<file path="src/rtl/bw_io_ddr_vref_pkg.sv">
// Shared types and helpers for the DDR Vref ramp controller and its ladder encoder.
package bw_io_ddr_vref_pkg;

    typedef enum logic {IDLE, RAMP} vref_state_t;

    // Bit i of the result is set when lvl is above i, for the low 'width' bits.
    function automatic logic [63:0] thermometer(input int lvl, input int width);
        logic [63:0] t;
        t = '0;
        for (int i = 0; i < 64; i++) begin
            if (i < width) t[i] = (lvl > i);
        end
        return t;
    endfunction

    function automatic int clamp(input int sel, input int lo, input int hi);
        if (sel < lo) return lo;
        if (sel > hi) return hi;
        return sel;
    endfunction

endpackage

</file>
<file path="src/rtl/bw_io_ddr_vref_therm_enc.sv">
// Combinational level-to-thermometer encoder, shared with the pad-side ladder model.
module bw_io_ddr_vref_therm_enc
    import bw_io_ddr_vref_pkg::*;
#(
    parameter int SEL_W = 3
) (
    input  logic [SEL_W-1:0]        lvl,
    output logic [(2**SEL_W)-2:0]   therm
);

    localparam int NLVL = 2**SEL_W;

    always_comb begin
        therm = (NLVL-1)'(thermometer(32'(lvl), NLVL-1));
    end

endmodule

</file>
<file path="src/rtl/bw_io_ddr_vref_ctl.sv">
// DDR Vref controller: accepts a clamped target by handshake and ramps the live
// level one step per dwell period, driving a registered thermometer code.
module bw_io_ddr_vref_ctl
    import bw_io_ddr_vref_pkg::*;
#(
    parameter int SEL_W     = 3,
    parameter int DWELL     = 4,
    parameter int LVL_MIN   = 0,
    parameter int LVL_MAX   = 7,
    parameter int RESET_LVL = 4
) (
    input  logic                    clk,
    input  logic                    reset,
    input  logic                    upd_req,
    input  logic [SEL_W-1:0]        upd_sel,
    output logic                    upd_ack,
    input  logic                    hold,
    output logic [SEL_W-1:0]        vref_lvl,
    output logic [(2**SEL_W)-2:0]   vref_therm,
    output logic                    busy,
    output logic                    done
);

    localparam int NLVL  = 2**SEL_W;
    localparam int CNT_W = (DWELL > 1) ? $clog2(DWELL) : 1;
    localparam logic [CNT_W-1:0]  CNT_RELOAD  = CNT_W'(DWELL-1);
    localparam logic [SEL_W-1:0]  RESET_SEL   = SEL_W'(RESET_LVL);
    localparam logic [NLVL-2:0]   RESET_THERM = (NLVL-1)'(thermometer(RESET_LVL, NLVL-1));

    vref_state_t       state, state_n;
    logic [CNT_W-1:0]  cnt, cnt_n;
    logic [SEL_W-1:0]  tgt, tgt_n, lvl_n;
    logic [NLVL-2:0]   therm_n;
    logic              busy_n, done_n;

    bw_io_ddr_vref_therm_enc #(.SEL_W(SEL_W)) u_therm_enc (
        .lvl   (lvl_n),
        .therm (therm_n)
    );

    always_ff @(posedge clk or posedge reset) begin
        if (reset) begin
            state      <= IDLE;
            cnt        <= '0;
            tgt        <= RESET_SEL;
            vref_lvl   <= RESET_SEL;
            vref_therm <= RESET_THERM;
            upd_ack    <= 1'b0;
            busy       <= 1'b0;
            done       <= 1'b0;
        end else begin
            state      <= state_n;
            cnt        <= cnt_n;
            tgt        <= tgt_n;
            vref_lvl   <= lvl_n;
            vref_therm <= therm_n;
            upd_ack    <= upd_req;
            busy       <= busy_n;
            done       <= done_n;
        end
    end

    // A step taken on the same edge as a request still heads toward the old target.
    always_comb begin
        state_n = state;
        cnt_n   = cnt;
        lvl_n   = vref_lvl;
        busy_n  = busy;
        done_n  = 1'b0;
        tgt_n   = upd_req ? SEL_W'(clamp(32'(upd_sel), LVL_MIN, LVL_MAX)) : tgt;

        case (state)
            IDLE: begin
                if (!hold && (tgt != vref_lvl)) begin
                    state_n = RAMP;
                    cnt_n   = CNT_RELOAD;
                    busy_n  = 1'b1;
                end
            end
            RAMP: begin
                if (hold) begin
                    state_n = RAMP;
                end else if (tgt == vref_lvl) begin
                    state_n = IDLE;
                    busy_n  = 1'b0;
                    done_n  = 1'b1;
                end else if (cnt != '0) begin
                    cnt_n = cnt - CNT_W'(1);
                end else begin
                    lvl_n = (tgt > vref_lvl) ? vref_lvl + SEL_W'(1) : vref_lvl - SEL_W'(1);
                    cnt_n = CNT_RELOAD;
                    if (lvl_n == tgt) begin
                        state_n = IDLE;
                        busy_n  = 1'b0;
                        done_n  = 1'b1;
                    end
                end
            end
            default: state_n = IDLE;
        endcase
    end

endmodule

</file>
<file path="config.mk">
export PLATFORM = sky130hd
export DESIGN_NAME = bw_io_ddr_vref_ctl
export DESIGN_NICKNAME = d
export VERILOG_FILES = /design/src/rtl/bw_io_ddr_vref_pkg.sv /design/src/rtl/bw_io_ddr_vref_therm_enc.sv /design/src/rtl/bw_io_ddr_vref_ctl.sv
export SDC_FILE = /design/constraint.sdc
export NUM_CORES = 1
export LEC_CHECK = 0
export BUFFER_PORTS_ARGS = -buffer_cell sky130_fd_sc_hd__clkbuf_2
export CORE_UTILIZATION = 55
export DETAILED_ROUTE_END_ITERATION = 10
export PLACE_DENSITY = 0.8
export SKIP_CTS_REPAIR_TIMING = 1
export SLEW_MARGIN = 20
export SYNTH_ARGS = -nofsm -noshare
export SYNTH_HDL_FRONTEND = slang
export SYNTH_SLANG_ARGS = --single-unit
</file>
<file path="constraint.sdc">
create_clock -name clk -period 9.2 [get_ports clk]
set_clock_uncertainty 0.2 [all_clocks]
set_input_delay 1.38 -clock clk [delete_from_list [all_inputs] [get_ports clk]]
set_output_delay 1.38 -clock clk [all_outputs]
set_load 0.01 [all_outputs]
</file>
Word-level counts from Yosys, hierarchy flattened
Cells that the tools add are included.

Flip-flop bits (word level): 19. Bits in latches: 0. RAM bits: 0. Memory bits (read-only): 0. Input port bits: 7. Output and inout bits: 13. Logic and storage cells: 60. Memories kept: 0.

$add $sub $neg: 3. Multiply operators: 0. Divide/modulo/power cells: 0. Magnitude comparators: 8. Equality and inequality tests: 8. Shift operators: 0. Multiplexer cells: 27. Bitwise operators: 1. Reduce and logical (&&, ||, !) cells: 5.

Operators with widths (number): $mux 1 (15); $mux 3 (5); $gt 3x3->1 const B (3); $mux 2 (4); $eq 3x3->1 (2); $gt 3x1->1 const B (2); $gt 3x2->1 const B (2); $ne 2x2->1 const B (3); $pmux 1 s2 (2); $pmux 2 s2 (1); $reduce_and 4->1 (1); $add 3x1->3 const B (1); $gt 3x3->1 (1); $ne 3x1->1 const B (1); $ne 3x3->1 (1); $ne 3x3->1 const B (1); $reduce_and 3->1 (1); $sub 3x1->3 const B (1); $reduce_bool 2->1 (1); $sub 2x1->2 const B (1); $logic_and 1x1->1 (1); $logic_not 1->1 (1); $not 1->1 (1).

Longest topological paths before layout
Gate-level depths: netlist of run 1.

Word-level depth: 8. Depth in mapped cells: 11. Depth with buffers taken out: 10.

Modules after synthesis
Synthesis of run 1 repeated with hierarchy kept, for this count alone.

Cells, all modules: 75. Area total of the unflattened synthesis: 907.1 µm².

Modules (own cells, without submodules): bw_io_ddr_vref_ctl (times used 1, cells an instance 68, area each 859.6 µm², sequential area each 483.0 µm²); bw_io_ddr_vref_therm_enc (times used 1, cells an instance 7, area each 47.5 µm², sequential area each 0.0 µm²).

Worst setup path before layout of run 1
OpenSTA, ideal clock, no wires.

Kind: register to register. Start point: register vref_lvl[2]. End point: register state. Library setup time: 131 ps. Arrival time: 2642 ps. Data required time: 8869 ps. Setup slack: 6227 ps. Cell stages (with the launch flop): 12. Buffers on the path: 1. Period minus slack after synthesis: 2973 ps. Cell sequence: dfstp_2 > buf_2 > inv_1 > ha_1 > nor2_1 > a211oi_2 > fa_1 > xor2_2 > xnor2_1 > xnor2_1 > nor4_2 > nor2_1.

Word-level cells in the longest chain between the ends: 8. Elaborated cells between the ends (all ways): 14. Classes of those cells: add/sub: 2; order compare: 1; eq/ne: 3; mux: 7; reduce/logical: 1.

RTL lines: start, declared (line bw_io_ddr_vref_ctl.sv:18) `output logic [SEL_W-1:0] vref_lvl,`; start signal, assigned (line bw_io_ddr_vref_ctl.sv:55) `vref_lvl <= lvl_n;`; $sub 3x1->3 (tied with other cells) (line bw_io_ddr_vref_ctl.sv:90) `lvl_n = (tgt > vref_lvl) ? vref_lvl + SEL_W'(1) : vref_lvl - SEL_W'(1);`; $mux 3 (line bw_io_ddr_vref_ctl.sv:90); $eq 3x3->1 (line bw_io_ddr_vref_ctl.sv:92) `if (lvl_n == tgt) begin`; $mux 1 (line bw_io_ddr_vref_ctl.sv:92); $mux 1 (line bw_io_ddr_vref_ctl.sv:87) `end else if (cnt != '0) begin`; $mux 1 (line bw_io_ddr_vref_ctl.sv:83) `end else if (tgt == vref_lvl) begin`; $mux 1 (line bw_io_ddr_vref_ctl.sv:81) `if (hold) begin`; $pmux 1 s2 * (line bw_io_ddr_vref_ctl.sv:72) `case (state)`; named net state_n (line bw_io_ddr_vref_ctl.sv:30) `vref_state_t state, state_n;`; end signal, assigned (line bw_io_ddr_vref_ctl.sv:52) `state <= state_n;`; end, declared (line bw_io_ddr_vref_ctl.sv:30).

Mark *: on every way through the listed nets, which the timed path passes. The rest lies on a longest branch. A chain may end at the register's enable or synchronous reset.

Worst setup path after layout of run 1
Same ends and word-level chain as after synthesis.

==> flow_summary.json, run 1 <==
{
  "post_synth_main_area_contributors": "sky130_fd_sc_hd__dfrtp_1 (33%), sky130_fd_sc_hd__dfstp_2 (16%), sky130_fd_sc_hd__xnor2_1 (7.2%)",
  "place.gp.congestion": 0.841,
  "hold_class": "register to register",
  "yosys.cell_count.top_type": "sky130_fd_sc_hd__dfrtp_1",
  "max_slew_vio_count": 0,
  "worst_slew_margin_rel": 0.526,
  "synthesis.area_per_instance_um2": 11.0,
  "cts_tree": "built",
  "timing.setup.tns_ns": 0,
  "drtPass1Iterations": 7,
  "worst_slew_pin_slew_ns": 0.711,
  "max-clock-path-buffers": 2,
  "postSynthNetCount": 101,
  "first_global_vias": 650,
  "power_per_cell_area_nw_per_um2": 387,
  "max-vdd-ir-drop_uv": 261,
  "yosys.area.top_type_share": 0.332,
  "rows": 14,
  "fmax_ghz": 0.321,
  "setup_ws_final_ns": 6.08,
  "cp_data_required_time_ns": 9.19,
  "diodes": 0,
  "min_period_ns": 3.12,
  "netlist_area_um2": 980,
  "synth-edff-count": 0,
  "yosysSeqAreaShare": 0.493,
  "grt_pass1_wl_mm": 2.71,
  "failed_checks": "DRC",
  "cp.arrival_ns": 3.10,
  "detailedRoute.firstIterationViolations": 10,
  "placement.cell_area_um2": 1090,
  "worstPathMaxFanout": 8,
  "power_consumption_uw": 430,
  "ios": 20,
  "netlist_instances": 89,
  "finalSetupViolations": 0,
  "post-route-drc-count": 1,
  "root_buffer": "sky130_fd_sc_hd__clkbuf_4",
  "setup_repair_after_global_routing_missed_its_margin": "false",
  "post-route-cell-area_um2": 1110,
  "grt_max_degree": 20,
  "ant_nets": 0,
  "fin_crit_sh": 0.339,
  "dp_hpwl_mm": 1.28,
  "endpoint_kind": "register",
  "layout-area-overhead-vs-synth_pct": 13.5,
  "clock_network_latency_to_the_later_pin_of_the_worst_skew_pair_ns": 0.30,
  "antenna_violations_before_repair": 0,
  "worstSetupPathType": "register to register",
  "post_synth_num_cell_types": 34,
  "design.die.area_um2": 1950,
  "clkSinkCount": 19,
  "hold_viol": 0,
  "totalWireLength_mm": 1.63,
  "numPortBuffers": 19,
  "wire_per_inst_um": 13.0,
  "clk_transition_reported_paths_ns": 0.10,
  "die_height_um": 44.2,
  "drive_above_1_share": 0.345,
  "floorplan.die.width_um": 44.2,
  "fin_nets": 123,
  "dp_worst_setup_slack_ns": 6.12,
  "p_leak_nw": 0.519,
  "dr_total_vias": 716,
  "fill_cells": 127,
  "numCtsBuffers": 3,
  "globalRouteTotalUtil": 0.193,
  "synth.cells.most_frequent": "sky130_fd_sc_hd__dfrtp_1 (13), sky130_fd_sc_hd__inv_1 (8), sky130_fd_sc_hd__xnor2_1 (8)",
  "core_area_um2": 1580,
  "initial_core_util": 0.621,
  "ys.warnings.count": 0,
  "grt_overflow_total": 0,
  "cts_max_level": 1,
  "ffs_w_async_s_r_synth": 1.00,
  "viasPerCell": 5.68,
  "status": "complete, but fails checks",
  "drv.max_cap_violation_count": 0,
  "crit_path_start_kind": "register",
  "dominantRegCellSynth": "sky130_fd_sc_hd__dfrtp_1",
  "yosys_register_bits": 19,
  "synth_top_cell_by_area": "sky130_fd_sc_hd__dfrtp_1"
}
==> sequential cells by signal, summed over array words and instances, names as in the netlist <==
register	flops
busy	1
done	1
cnt	2
state	1
upd_ack	1
vref_lvl	3
vref_therm	7
tgt	3
==> worst max-delay path, cell delays in order (launching register included) <==
cell	delay, ns
sky130_fd_sc_hd__dfstp_2	0.65
sky130_fd_sc_hd__inv_1	0.14
sky130_fd_sc_hd__ha_1	0.36
sky130_fd_sc_hd__nor2_1	0.22
sky130_fd_sc_hd__a211oi_2	0.10
sky130_fd_sc_hd__fa_1	0.48
sky130_fd_sc_hd__xor2_2	0.23
sky130_fd_sc_hd__xnor2_1	0.15
sky130_fd_sc_hd__xnor2_1	0.14
sky130_fd_sc_hd__nor4_2	0.24
sky130_fd_sc_hd__nor2_1	0.10
==> cell families (layout without fill, tap and decap cells) <==
group           after synthesis  after routing  synth area share
xor+xnor                     10             10            0.0971
fa+ha+maj                     5              5            0.0715
flops                        19             19             0.493
mux                           4              4            0.0434
simple gates                 24             24             0.132
buf+inv                      10             31            0.0396
compound gates               17             17             0.124
==> final timing paths <==
| check | start | endpoint | slack [ns] | cells after the start |
|---|---|---|---|---|
| setup / recovery | vref_lvl[2]$_DFF_PP1_ | state$_DFF_PP0_ | 6.08 | 10 |
| hold / removal | cnt[0]$_DFFE_PP0P_ | cnt[0]$_DFFE_PP0P_ | 0.33 | 1 |
| setup reg to reg | vref_lvl[2]$_DFF_PP1_ | state$_DFF_PP0_ | 6.08 | 10 |
| hold reg to reg | cnt[0]$_DFFE_PP0P_ | cnt[0]$_DFFE_PP0P_ | 0.33 | 1 |
| max in group asynchronous | reset | vref_lvl[1]$_DFF_PP0_ | 7.38 | 2 |
| min in group asynchronous | reset | cnt[1]$_DFFE_PP0P_ | 0.96 | 2 |
==> metal layers <==
| metal | GRT usage | vias to the layer above | part of all wire |
|---|---|---|---|
| met3 | 0.0367 | 5 | 0.033 |
| met4 | 0.0909 | 0 | 0.018 |
| met2 | 0.312 | 22 | 0.49 |
| li1 | - | 347 | - |
| met5 | 0 | - | 0 |
| met1 | 0.252 | 342 | 0.46 |
==> layout by cell type (no fill, tap or decap), types with 2 or more instances in the layout <==
cell type / netlist / routed
sky130_fd_sc_hd__clkbuf_2: 0 / 19
sky130_fd_sc_hd__dfrtp_1: 13 / 13
sky130_fd_sc_hd__inv_1: 8 / 8
sky130_fd_sc_hd__xnor2_1: 8 / 8
sky130_fd_sc_hd__nor2_1: 7 / 7
sky130_fd_sc_hd__dfstp_2: 6 / 6
sky130_fd_sc_hd__o21ai_0: 5 / 5
sky130_fd_sc_hd__nand3_1: 4 / 4
sky130_fd_sc_hd__nand2_1: 4 / 4
sky130_fd_sc_hd__ha_1: 4 / 4
sky130_fd_sc_hd__a21oi_1: 3 / 3
sky130_fd_sc_hd__clkbuf_4: 0 / 3
sky130_fd_sc_hd__a31oi_1: 2 / 2
sky130_fd_sc_hd__mux2i_1: 2 / 2
sky130_fd_sc_hd__mux2_2: 2 / 2
==> area by class of cell <==
type	count	area (um^2)	share of cell area
clock buffer	4	26.3	0.0236
inverter	8	30.0	0.0270
multi-input combinational	60	458	0.412
sequential	19	483	0.434
tap	16	20.0	0.0180
timing repair buffer	19	95.1	0.0855
==> through the flow <==
stage               utilization  hold WS, ns  cells
finish                    0.706        0.333    126
global route              0.706        0.359    126
CTS                       0.706        0.344    126
detailed placement        0.689        0.320    122
global placement          0.689        0.301    122
floorplan                     -        0.285     89
==> power breakdown <==
group | internal [mW] | total [mW] | switching (mW) | leakage [nW]
Sequential | 0.122 | 0.150 | 0.0274 | 0.219
Clock | 0.0169 | 0.0412 | 0.0243 | 0.0150
Combinational | 0.107 | 0.239 | 0.132 | 0.285
Power figures use the tool's default switching activity.
==> run 2: changes to the inputs <==
--- a/config.mk
+++ b/config.mk
@@ -6,9 +6,9 @@
 export NUM_CORES = 1
 export LEC_CHECK = 0
 export BUFFER_PORTS_ARGS = -buffer_cell sky130_fd_sc_hd__clkbuf_2
-export CORE_UTILIZATION = 55
+export CORE_UTILIZATION = 52
 export DETAILED_ROUTE_END_ITERATION = 10
-export PLACE_DENSITY = 0.8
+export PLACE_DENSITY = 0.76
 export SKIP_CTS_REPAIR_TIMING = 1
 export SLEW_MARGIN = 20
 export SYNTH_ARGS = -nofsm -noshare
==> constraint.sdc (replaced) <==
create_clock -name clk -period 3.3 [get_ports clk]
set_clock_uncertainty 0.2 [all_clocks]
set_input_delay 0.495 -clock clk [delete_from_list [all_inputs] [get_ports clk]]
set_output_delay 0.495 -clock clk [all_outputs]
set_load 0.01 [all_outputs]
==> run 2 against run 1 <==
Compared with the run above: the flow now finishes without violations; maximum frequency increased by 0.92%; sequential share of layout area fell by 0.44 points; critical path depth did not move; final cell count rose by 7.1%.
==> flow_summary.json, run 2 (synthesized netlist as in run 1, its figures left out) <==
{
  "clkSinkCount": 19,
  "core_area_um2": 1750,
  "layout_common_cells": "sky130_fd_sc_hd__clkbuf_2 (19), sky130_fd_sc_hd__dfrtp_1 (13), sky130_fd_sc_hd__inv_1 (8), sky130_fd_sc_hd__xnor2_1 (8), sky130_fd_sc_hd__nor2_1 (7)",
  "cp.arrival_ns": 3.08,
  "wire_per_inst_um": 12.1,
  "numPortBuffers": 19,
  "fill_cells": 153,
  "fmax_ghz": 0.324,
  "worstSetupPathType": "register to register",
  "regArea_um2": 483,
  "power_per_cell_area_nw_per_um2": 1070,
  "min_period_ns": 3.09,
  "fin_crit_sh": 0.935,
  "place.gp.congestion": 0.866,
  "grt_pass1_wl_mm": 2.82,
  "viasPerCell": 5.27,
  "mostFrequentLayoutCell": "sky130_fd_sc_hd__clkbuf_2",
  "die_height_um": 45.4,
  "rows": 15,
  "multiInputGateArea_um2": 458,
  "worst_slew_margin_rel": 0.546,
  "biggestRegsByFlops": "vref_therm (7), tgt (3), vref_lvl (3)",
  "max-clock-path-buffers": 2,
  "grt_overflow_total": 0,
  "power_consumption_mw": 1.20,
  "drv.max_cap_violation_count": 0,
  "endpoint_kind": "register",
  "finalSetupViolations": 0,
  "globalRouteTotalUtil": 0.197,
  "cp_data_required_time_ns": 3.29,
  "detailedRoute.firstIterationViolations": 1,
  "critical_path.cell_chain": "inv_1 -> ha_1 -> nor2_1 -> a211oi_2 -> fa_1 -> xor2_2 -> xnor2_1 -> xnor2_1 -> nor4_2 -> nor2_1",
  "status": "completed",
  "cp_slowest_cell": "sky130_fd_sc_hd__dfstp_2",
  "setup_ws_final_ns": 0.213,
  "worst_slew_pin_slew_ns": 0.681,
  "fin_nets": 123,
  "clk_transition_reported_paths_ns": 0.10,
  "root_buffer": "sky130_fd_sc_hd__clkbuf_4",
  "setup_repair_after_global_routing_missed_its_margin": "false",
  "clock_network_latency_to_the_later_pin_of_the_worst_skew_pair_ns": 0.30,
  "first_global_vias": 658,
  "p_leak_nw": 0.519,
  "post-route-drc-count": 0,
  "worstPathMaxFanout": 8,
  "dp_hpwl_mm": 1.28,
  "drtPass1Iterations": 4,
  "grt_max_degree": 20,
  "hold_viol": 0,
  "dr_total_vias": 712,
  "timing.setup.tns_ns": 0,
  "design.die.area_um2": 2060,
  "crit_path_start_kind": "register",
  "ios": 20,
  "totalWireLength_mm": 1.64,
  "registers.top_by_ff_count": "vref_therm",
  "cts_max_level": 1,
  "hold_class": "input port to asynchronous set/reset pin",
  "diodes": 0,
  "drive_above_1_share": 0.345,
  "initial_core_util": 0.561,
  "ant_nets": 0,
  "slowest_delay_ns": 0.65,
  "antenna_violations_before_repair": 0,
  "max-vdd-ir-drop_uv": 509,
  "cts_tree": "built",
  "max_slew_vio_count": 0,
  "floorplan.die.width_um": 45.4,
  "dp_worst_setup_slack_ns": 0.236,
  "largest_register_ffs": 7,
  "layout-area-overhead-vs-synth_pct": 14.7,
  "numCtsBuffers": 3
}
==> run 2: layout make-up <==
cell class,instances,share of cell area
sequential,19,0.430
multi-input combinational,60,0.408
timing repair buffer,19,0.0846
tap,25,0.0278
inverter,8,0.0267
clock buffer,4,0.0234
==> run 2: where the power goes <==
| group | leakage [nW] | switching [mW] | total [mW] | internal (mW) |
|---|---|---|---|---|
| registers | 0.219 | 0.0747 | 0.415 | 0.340 |
| clock network | 0.0150 | 0.0702 | 0.117 | 0.0472 |
| logic | 0.285 | 0.372 | 0.671 | 0.299 |
==> run 2: worst paths after layout <==
path,start,endpoint,slack (ns),depth (start not counted)
min,reset,cnt[1]$_DFFE_PP0P_,0.05,2
min in group clk,upd_req,upd_ack$_DFF_PP0_,0.16,1
max reg2reg,vref_lvl[2]$_DFF_PP1_,state$_DFF_PP0_,0.21,10
max,vref_lvl[2]$_DFF_PP1_,state$_DFF_PP0_,0.21,10
min reg2reg,cnt[0]$_DFFE_PP0P_,cnt[0]$_DFFE_PP0P_,0.33,1
max in group asynchronous,reset,vref_lvl[0]$_DFF_PP0_,2.41,2
==> run 2: per-stage QoR <==
step / hold slack, ns / cell area, um^2 / utilization / cells
after floorplan: 0.242 / 980 / - / 89
after global placement: 0.298 / 1100 / 0.629 / 131
after detailed placement: 0.310 / 1100 / 0.629 / 131
after CTS: 0.0766 / 1120 / 0.644 / 135
after global routing: 0.125 / 1120 / 0.644 / 135
final: 0.0544 / 1120 / 0.644 / 135
==> run 2: critical path: cells and delay by family (launching register included) <==
| family | cells | cell delay, ns |
|---|---|---|
| buffers and inverters | 1 | 0.14 |
| AO/OA/AOI/OAI | 1 | 0.09 |
| AND/OR/NAND/NOR | 3 | 0.56 |
| adder cells (fa/ha/maj) | 2 | 0.83 |
| XOR/XNOR | 3 | 0.51 |
| flip-flops | 1 | 0.65 |
==> run 2: routing by layer <==
layer  GRT usage  part of all wire
met5           0                 0
met4       0.127             0.026
met3      0.0238             0.028
met2       0.300              0.46
met1       0.263              0.49
==> run 3: changes to the inputs <==
--- a/config.mk
+++ b/config.mk
@@ -6,9 +6,11 @@
 export NUM_CORES = 1
 export LEC_CHECK = 0
 export BUFFER_PORTS_ARGS = -buffer_cell sky130_fd_sc_hd__clkbuf_2
-export CORE_UTILIZATION = 52
+export CORE_UTILIZATION = 55
+export CTS_BUF_LIST = sky130_fd_sc_hd__clkbuf_2
 export DETAILED_ROUTE_END_ITERATION = 10
-export PLACE_DENSITY = 0.76
+export MAX_ROUTING_LAYER = met4
+export PLACE_DENSITY = 0.8
 export SKIP_CTS_REPAIR_TIMING = 1
 export SLEW_MARGIN = 20
 export SYNTH_ARGS = -nofsm -noshare
==> run 3 against run 2 <==
Compared with the run above: the run now ends with DRC left; sequential power is 1% lower; highest routed layer unchanged; die area shrank 5.2%; first-iteration DRC count rose to 20 times the previous value; routed wire length increased by 5.1%; critical path depth unchanged; largest cell class unchanged; count of clock-buffer cells in the layout unchanged; flip-flop and latch count is the same; maximum frequency grew 0.11%; register-to-register slack about the same; non-clock buffer count grew 3.
==> flow_summary.json, run 3 (synthesized netlist as in run 1, its figures left out) <==
{
  "layout_common_cells": "sky130_fd_sc_hd__clkbuf_2 (23), sky130_fd_sc_hd__dfrtp_1 (13), sky130_fd_sc_hd__inv_1 (8), sky130_fd_sc_hd__xnor2_1 (8), sky130_fd_sc_hd__nor2_1 (7)",
  "place.gp.congestion": 0.854,
  "hold_viol": 0,
  "floorplan.die.width_um": 44.2,
  "dr_total_vias": 737,
  "clkSinkCount": 19,
  "setup_repair_after_global_routing_missed_its_margin": "false",
  "worstPathMaxFanout": 8,
  "rr_worst_depth": 10,
  "power_per_cell_area_nw_per_um2": 1090,
  "cp_top_family": "adder cells",
  "slowest_delay_ns": 0.63,
  "totalWireLength_mm": 1.72,
  "max-clock-path-buffers": 2,
  "layout-area-overhead-vs-synth_pct": 15.5,
  "grt.met3_usage": 0.0367,
  "die_height_um": 44.2,
  "core_area_um2": 1580,
  "max-vdd-ir-drop_uv": 718,
  "fin_nets": 126,
  "rows": 14,
  "biggestRegsByFlops": "vref_therm (7), tgt (3), vref_lvl (3)",
  "status": "complete, but fails checks",
  "cp.arrival_ns": 3.09,
  "root_buffer": "sky130_fd_sc_hd__clkbuf_2",
  "cts_max_level": 1,
  "critical_path.cell_chain": "inv_1 -> ha_1 -> and3_4 -> a211oi_2 -> fa_2 -> xor2_2 -> xnor2_1 -> xnor2_1 -> nor4_2 -> nor2_1",
  "clk_transition_reported_paths_ns": 0.17,
  "numPortBuffers": 19,
  "largest_register_ffs": 7,
  "cts_tree": "built",
  "mostFrequentLayoutCell": "sky130_fd_sc_hd__clkbuf_2",
  "crit_path_start_kind": "register",
  "hold_class": "input port to asynchronous set/reset pin",
  "global_route.usage.met1": 0.263,
  "grt.busiest_layer": "met2",
  "fill_cells": 120,
  "ant_nets": 0,
  "dp_worst_setup_slack_ns": 0.223,
  "diodes": 0,
  "p_leak_nw": 0.535,
  "final_cell_count_no_fill": 129,
  "ios": 20,
  "viasPerCell": 5.71,
  "globalRouteTotalUtil": 0.206,
  "timing.setup.tns_ns": 0,
  "failed_checks": "DRC",
  "cp_slowest_cell": "sky130_fd_sc_hd__dfstp_2",
  "worstSetupPathType": "register to register",
  "wire_per_inst_um": 13.3,
  "regToRegEndpoint": "state$_DFF_PP0_",
  "grt_pass1_wl_mm": 2.77,
  "timing.critical_path.buf_inv": 1,
  "fin_crit_sh": 0.934,
  "setup_ws_final_ns": 0.217,
  "first_global_vias": 662,
  "drv.max_cap_violation_count": 0,
  "cp_data_required_time_ns": 3.31,
  "worst_slew_pin_slew_ns": 0.683,
  "grt_util_met2": 0.318,
  "initial_core_util": 0.621,
  "number_of_instances_in_the_placed_design": 122,
  "drive_above_1_share": 0.381,
  "post-route-drc-count": 1,
  "finalSetupViolations": 0,
  "grt_max_degree": 20,
  "antenna_violations_before_repair": 0,
  "max_slew_vio_count": 0,
  "drtPass1Iterations": 7,
  "fmax_ghz": 0.324,
  "min_period_ns": 3.08,
  "grt_overflow_total": 0,
  "reg2reg_from": "vref_lvl[2]$_DFF_PP1_",
  "registers.top_by_ff_count": "vref_therm",
  "endpoint_kind": "register",
  "numCtsBuffers": 3,
  "most_prevalent_standard_cell_on_the_critical_path": "sky130_fd_sc_hd__xnor2_1",
  "reg2reg_setup_slack_ns": 0.22,
  "dp_hpwl_mm": 1.28,
  "worst_slew_margin_rel": 0.544,
  "clock_network_latency_to_the_later_pin_of_the_worst_skew_pair_ns": 0.31,
  "detailedRoute.firstIterationViolations": 20,
  "design.die.area_um2": 1950
}
[run 3: changes by cell type in the layout (fill, tap and decap cells not counted), sizes merged]
cell	change
buf	+3
[run 3: worst reg2reg max path, delay by kind of cell (launching register included)]
kind / cells / cell delay [ns]
buf+inv: 1 / 0.12
xor+xnor: 3 / 0.47
fa+ha+maj: 2 / 0.69
simple gates: 3 / 0.64
compound gates: 1 / 0.25
flops: 1 / 0.63
[run 3: stage by stage]
step | total power [mW] | util | hold WS (ns) | instance area, um^2
final | 1.23 | 0.717 | 0.0357 | 1130
after global routing | 1.32 | 0.717 | 0.0969 | 1130
after detailed placement | 1.08 | 0.689 | 0.320 | 1090
after CTS | 1.19 | 0.702 | 0.0565 | 1110
after floorplan | 0.935 | - | 0.242 | 980
after global placement | 1.07 | 0.689 | 0.301 | 1090
[run 3: power by group]
group	internal [mW]	switching, mW
Combinational	0.328	0.389
Clock	0.0321	0.0672
Sequential	0.339	0.0714
Total	0.699	0.528
[run 3: area by class of cell]
class | count | area, um^2 | area share
well taps | 16 | 20.0 | 0.0177
repair buffers | 22 | 118 | 0.104
flip-flops and latches | 19 | 483 | 0.427
inverters | 8 | 30.0 | 0.0265
clock buffers | 4 | 20.0 | 0.0177
multi-input cells | 60 | 460 | 0.407
[run 3: worst max-delay path by stage]
stage                               start               to  slack [ns]  depth (start not counted)
CTS                 vref_lvl[2]$_DFF_PP1_  state$_DFF_PP0_        0.21                         10
floorplan           vref_lvl[2]$_DFF_PP1_  state$_DFF_PP0_        0.33                         11
global route        vref_lvl[2]$_DFF_PP1_  state$_DFF_PP0_        0.01                         10
detailed placement  vref_lvl[2]$_DFF_PP1_  state$_DFF_PP0_        0.22                         10
global placement    vref_lvl[2]$_DFF_PP1_  state$_DFF_PP0_        0.32                         10
finish              vref_lvl[2]$_DFF_PP1_  state$_DFF_PP0_        0.22                         10
[run 3: per-layer routing]
metal	routed length (um)	part of all wire
met5	0	0
met4	14	0.0081
met3	69	0.040
met2	858	0.50
met1	779	0.45
